==> src/rtl/dsp_frame_loader_pkg.sv <==
// Shared types and constants for the DSP frame loader.
// Optional feature: define DSP_FRAME_LOADER_CRC_EN to add the XOR trailer check
// (extra LOAD_CRC state, running XOR register, sticky err flag).
package dsp_frame_loader_pkg;

  localparam int DefaultMaxFramesPerCol = 20;
  localparam int DefaultFrameBitsPerRow = 32;

  // Counter width able to index every frame of a column (never zero bits wide).
  function automatic int frame_cnt_w(input int frames);
    return (frames > 1) ? $clog2(frames) : 1;
  endfunction

  localparam int FrameCntW = frame_cnt_w(DefaultMaxFramesPerCol);

  typedef enum logic [2:0] {
    IDLE     = 3'd0,
    LOAD_TOP = 3'd1,
    LOAD_BOT = 3'd2,
    STROBE   = 3'd3,
    GAP      = 3'd4,
    DONE     = 3'd5
`ifdef DSP_FRAME_LOADER_CRC_EN
    ,
    LOAD_CRC = 3'd6
`endif
  } state_t;

endpackage

==> src/rtl/dsp_frame_strobe_dec.sv <==
// Frame counter to one-hot frame strobe decoder for one DSP column.
module dsp_frame_strobe_dec
  import dsp_frame_loader_pkg::*;
#(
  parameter int Frames = DefaultMaxFramesPerCol,
  parameter int CntW   = FrameCntW
) (
  input  logic [CntW-1:0]   f,
  input  logic              en,
  output logic [Frames-1:0] strobe
);

  // Raise exactly the strobe bit selected by f while enabled.
  always_comb begin
    // NOTE: default assignment first so every path drives strobe and no latch is inferred.
    strobe = '0;
    for (int i = 0; i < Frames; i++) begin
      if (en && (f == CntW'(i))) strobe[i] = 1'b1;
    end
  end

endmodule

==> src/rtl/dsp_frame_loader.sv <==
// DSP tile-pair frame loader: streams two words per frame (upper tile, then
// lower tile), strobes the frame, then idles one gap cycle before the next.
// Optional feature: define DSP_FRAME_LOADER_CRC_EN to require an XOR trailer
// word after the last frame; a mismatch sets the sticky err output.
module dsp_frame_loader
  import dsp_frame_loader_pkg::*;
#(
  parameter int MaxFramesPerCol = DefaultMaxFramesPerCol,
  parameter int FrameBitsPerRow = DefaultFrameBitsPerRow
) (
  input  logic                       UserCLK,
  input  logic                       reset,
  input  logic                       start,
  input  logic                       abort,
  input  logic [FrameBitsPerRow-1:0] in_data,
  input  logic                       in_valid,
  output logic                       in_ready,
  output logic [FrameBitsPerRow-1:0] FrameData_top,
  output logic [FrameBitsPerRow-1:0] FrameData_bot,
  output logic [MaxFramesPerCol-1:0] FrameStrobe,
  output logic                       busy,
  output logic                       done,
  output logic                       err
);

  localparam int FW = frame_cnt_w(MaxFramesPerCol);
  localparam logic [FW-1:0] LastFrame = FW'(MaxFramesPerCol - 1);

  state_t        state;
  logic [FW-1:0] f;
  logic          xfer;

  assign xfer = in_valid && in_ready;

  // Handshake and status outputs are pure decodes of the state register.
  always_comb begin
    in_ready = 1'b0;
    case (state)
      LOAD_TOP, LOAD_BOT: in_ready = 1'b1;
`ifdef DSP_FRAME_LOADER_CRC_EN
      LOAD_CRC:           in_ready = 1'b1;
`endif
      default:            in_ready = 1'b0;
    endcase
  end

  assign busy = (state != IDLE);
  assign done = (state == DONE);

  dsp_frame_strobe_dec #(
    .Frames(MaxFramesPerCol),
    .CntW  (FW)
  ) u_strobe_dec (
    .f     (f),
    .en    (state == STROBE),
    .strobe(FrameStrobe)
  );

  // Main sequencer: abort beats everything except reset; a word aborted in the
  // same cycle it is offered is not captured.
  always_ff @(posedge UserCLK) begin
    // NOTE: non-blocking assignments so every register samples pre-edge values.
    if (reset) begin
      state         <= IDLE;
      f             <= '0;
      FrameData_top <= '0;
      FrameData_bot <= '0;
    end else if (abort && (state != IDLE)) begin
      state <= IDLE;
      f     <= '0;
    end else begin
      case (state)
        IDLE: begin
          if (start && !abort) begin
            state <= LOAD_TOP;
            f     <= '0;
          end
        end
        LOAD_TOP: begin
          if (xfer) begin
            FrameData_top <= in_data;
            state         <= LOAD_BOT;
          end
        end
        LOAD_BOT: begin
          if (xfer) begin
            FrameData_bot <= in_data;
            state         <= STROBE;
          end
        end
        STROBE: state <= GAP;
        GAP: begin
          if (f == LastFrame) begin
`ifdef DSP_FRAME_LOADER_CRC_EN
            state <= LOAD_CRC;
`else
            state <= DONE;
`endif
          end else begin
            f     <= f + FW'(1);
            state <= LOAD_TOP;
          end
        end
`ifdef DSP_FRAME_LOADER_CRC_EN
        LOAD_CRC: begin
          if (xfer) state <= DONE;
        end
`endif
        DONE:    state <= IDLE;
        default: state <= IDLE;
      endcase
    end
  end

`ifdef DSP_FRAME_LOADER_CRC_EN
  logic [FrameBitsPerRow-1:0] crc;
  logic                       err_q;

  // Running XOR of all frame words; trailer compare sets the sticky error.
  always_ff @(posedge UserCLK) begin
    if (reset) begin
      crc   <= '0;
      err_q <= 1'b0;
    end else if (state == IDLE) begin
      if (start && !abort) begin
        crc   <= '0;
        err_q <= 1'b0;
      end
    end else if (xfer && !abort) begin
      if (state == LOAD_CRC) err_q <= (in_data != crc);
      else                   crc   <= crc ^ in_data;
    end
  end

  assign err = err_q;
`else
  assign err = 1'b0;
`endif

endmodule
==> config.mk <==
export PLATFORM = sky130hd
export DESIGN_NAME = dsp_frame_loader
export DESIGN_NICKNAME = d
export VERILOG_FILES = /design/src/rtl/dsp_frame_loader_pkg.sv /design/src/rtl/dsp_frame_strobe_dec.sv /design/src/rtl/dsp_frame_loader.sv
export SDC_FILE = /design/constraint.sdc
export NUM_CORES = 1
export LEC_CHECK = 0
export BUFFER_PORTS_ARGS = -buffer_cell sky130_fd_sc_hd__clkbuf_2
export CAP_MARGIN = 10
export CORE_MARGIN = 4
export CORE_UTILIZATION = 50
export DETAILED_ROUTE_END_ITERATION = 8
export GPL_TIMING_DRIVEN = 0
export MAX_ROUTING_LAYER = met4
export PLACE_DENSITY_LB_ADDON = 0.1
export SLEW_MARGIN = 20
export SYNTH_ARGS = -nofsm -noshare
export SYNTH_HDL_FRONTEND = slang
export SYNTH_SLANG_ARGS = --single-unit
==> constraint.sdc <==
create_clock -name UserCLK -period 3.2 [get_ports UserCLK]
set_clock_uncertainty 0.15 [all_clocks]
set_input_delay 0.48 -clock UserCLK [delete_from_list [all_inputs] [get_ports UserCLK]]
set_output_delay 0.48 -clock UserCLK [all_outputs]
set_load 0.02 [all_outputs]
==> impl_metrics.env <==
export IMPL_initial_core_util_pct=51.7
export IMPL_vias=2868
export IMPL_mostFrequentLayoutCell="nand2_1"
export IMPL_endpoint_kind="primary output"
export IMPL_hold_violations=0
export IMPL_clkTransAtPathRegs_ns=0.08
export IMPL_dp_hpwl_um=5510
export IMPL_cp_arrival_ns=1.79
export IMPL_ys_ff_latch=72
export IMPL_clk_latency_ns=0.34
export IMPL_hold_slack_ns=0.210
export IMPL_slew_limit_headroom_pct=66.1
export IMPL_seq_area_um2=1440
export IMPL_crit_chain="nand3b_1, nor2_1, nand2_1, nor3_1, clkbuf_2"
export IMPL_setup_viol=0
export IMPL_post_layout_nonfiller_instances=586
export IMPL_multi_input_area_um2=1280
export IMPL_final_setup_tns_ns=0
export IMPL_grt_pass1_wl_um=12300
export IMPL_yosysWarnings=0
export IMPL_synth_seq_area_share_pct=50.6
export IMPL_clock_fmax_ghz=0.414
export IMPL_syn_avg_cell_area_um2=7.59
export IMPL_synthCells=375
export IMPL_drive_gt1_share_pct=29.6
export IMPL_die_h_um=83.5
export IMPL_cts_hold_buf=0
export IMPL_vias_per_cell=4.89
export IMPL_power_mw=1.86
export IMPL_cts_resized=0
export IMPL_coreArea_um2=5510
export IMPL_gp_congestion=0.809
export IMPL_grt_pass1_vias=2740
export IMPL_drt_total_wl_um=7430
export IMPL_p_leak_nw=1.60
export IMPL_synth_area_um2=2850
export IMPL_required_ns=2.57
export IMPL_clock_sinks=72
export IMPL_io_buffers=123
export IMPL_nets=551
export IMPL_synth_net_count=417
export IMPL_critical_path_class="reg2out"
export IMPL_cts_root_buf="clkbuf_8"
export IMPL_fin_area_um2=3780
export IMPL_clk_path_buf_depth=2
export IMPL_die_area_um2=6970
export IMPL_synth_distinct_cells=29
export IMPL_powerDensity_nw_per_um2=492
export IMPL_firstDrtPassIters=4
export IMPL_max_stage_delay_ns=0.46
export IMPL_tightest_slew_ns=0.509
export IMPL_ant_nets=0
export IMPL_min_path_type="in2reg"
export IMPL_finalCritPeriodShare_pct=75.6
export IMPL_fp_row_count=27
export IMPL_cts_tree="yes"
export IMPL_chipWidth_um=83.5
export IMPL_final_cell_mix="nand2_1 (135), clkbuf_2 (123), dfxtp_1 (72)"
export IMPL_vdd_drop_max_mv=0.243
export IMPL_grt_ovfl_total=0
export IMPL_grt_usage_pct=22.1
export IMPL_drt_first_iter_violations=136
export IMPL_dp_cells=570
export IMPL_cts_max_level=3
export IMPL_num_antenna_cells=0
export IMPL_cp_start_kind="flip-flop"
export IMPL_place_area_um2=3550
export IMPL_antenna_found_initial=0
export IMPL_postCtsSetupRepairBufs=0
export IMPL_crit_slowest_cell="dfxtp_1"
export IMPL_drc=0
export IMPL_fillers=490
export IMPL_grt_start_max_net_pins=13
export IMPL_slew_violations=0
export IMPL_outcome="finished clean"
export IMPL_fin_crit_ns=2.42
export IMPL_rsz0062_at_grt="false"
export IMPL_cp_max_fo=8
export IMPL_wl_per_cell_um=12.7
export IMPL_cts_buffers=9
export IMPL_syn2layout_area_growth_pct=32.9
export IMPL_ios=125
export IMPL_drv_cap=0
[critical path: cells and delay by family, from the launching register on]
family	cells	cell delay [ns]
flip-flops	1	0.46
AND/OR/NAND/NOR	4	0.79
buffers and inverters	1	0.20
[metal layers]
layer | part of all wire [%] | GRT usage [%]
met1 | 44 | 27.7
met2 | 48 | 34.8
met3 | 6.2 | 4.44
met5 | 0 | -
met4 | 2.1 | 9.80
[registers in the layout (all words and copies together), names as in the netlist]
register       count
f                  5
FrameData_bot     32
FrameData_top     32
state              3
[path summary, 6_finish.rpt]
check,startpoint,cells after the start,slack (ns),to
max,state[0],5,0.78,FrameStrobe[2]
min,in_data[13],3,0.21,FrameData_bot[13]
max reg2reg,state[2],5,1.40,FrameData_bot[16]
min reg2reg,FrameData_bot[22],2,0.30,FrameData_bot[22]
[cell type report]
type                            count  share of cell area, %
Sequential cell                    72                   38.1
Clock inverter                      4                   2.02
Inverter                            5                  0.496
Timing Repair Buffer              123                   16.3
Clock buffer                       12                   4.10
Tap cell                           72                   2.38
Multi-Input combinational cell    273                   33.8
Buffer                             25                   2.88
[synthesized netlist by cell type]
master / instances / area share (%)
o21ba_2: 1 / 0.35
mux2i_1: 2 / 0.70
and2_1: 5 / 1.1
clkbuf_1: 15 / 2.0
xor2_1: 1 / 0.31
nand4_1: 1 / 0.22
nand2b_1: 5 / 1.1
ha_1: 5 / 2.2
a21oi_1: 69 / 12
dfxtp_1: 72 / 51
o21ai_0: 2 / 0.35
o21a_1: 1 / 0.26
nand3_1: 4 / 0.70
nand3b_1: 1 / 0.26
and3_1: 2 / 0.44
nand2_1: 135 / 18
conb_1: 1 / 0.13
nor2b_1: 4 / 0.88
a32oi_1: 1 / 0.31
nor3_2: 2 / 0.70
a21o_1: 1 / 0.26
buf_4: 1 / 0.26
or3_1: 3 / 0.66
nor2_1: 19 / 2.5
nor3_1: 5 / 0.88
inv_1: 5 / 0.66
buf_2: 9 / 1.6
o22ai_1: 2 / 0.44
or2_2: 1 / 0.22
[through the flow]
step / util [%] / setup slack, ns
after global routing: 68.7 / 0.510
after floorplan: - / 1.23
after CTS: 68.7 / 0.768
after global placement: 64.5 / 1.19
final: 68.7 / 0.782
after detailed placement: 64.5 / 1.15
[power breakdown]
part / leakage (nW) / total, mW / switching (mW) / internal [mW]
sequential: 0.581 / 0.916 / 0.00862 / 0.908
clock: 0.113 / 0.818 / 0.335 / 0.483
combinational: 0.903 / 0.126 / 0.0805 / 0.0457
[logic make-up (layout without fill, tap and decap cells)]
kind of cell	count (synthesis)	after routing	share of synthesized area, %
multiplexers	2	2	0.703
AO/OA/AOI/OAI	77	77	14.1
other	1	1	0.132
XOR/XNOR	1	1	0.308
adder cells (fa/ha/maj)	5	5	2.20
buffers and inverters	30	169	4.48
flip-flops	72	72	50.6
AND/OR/NAND/NOR	187	187	27.5
Power figures use the tool's default switching activity.
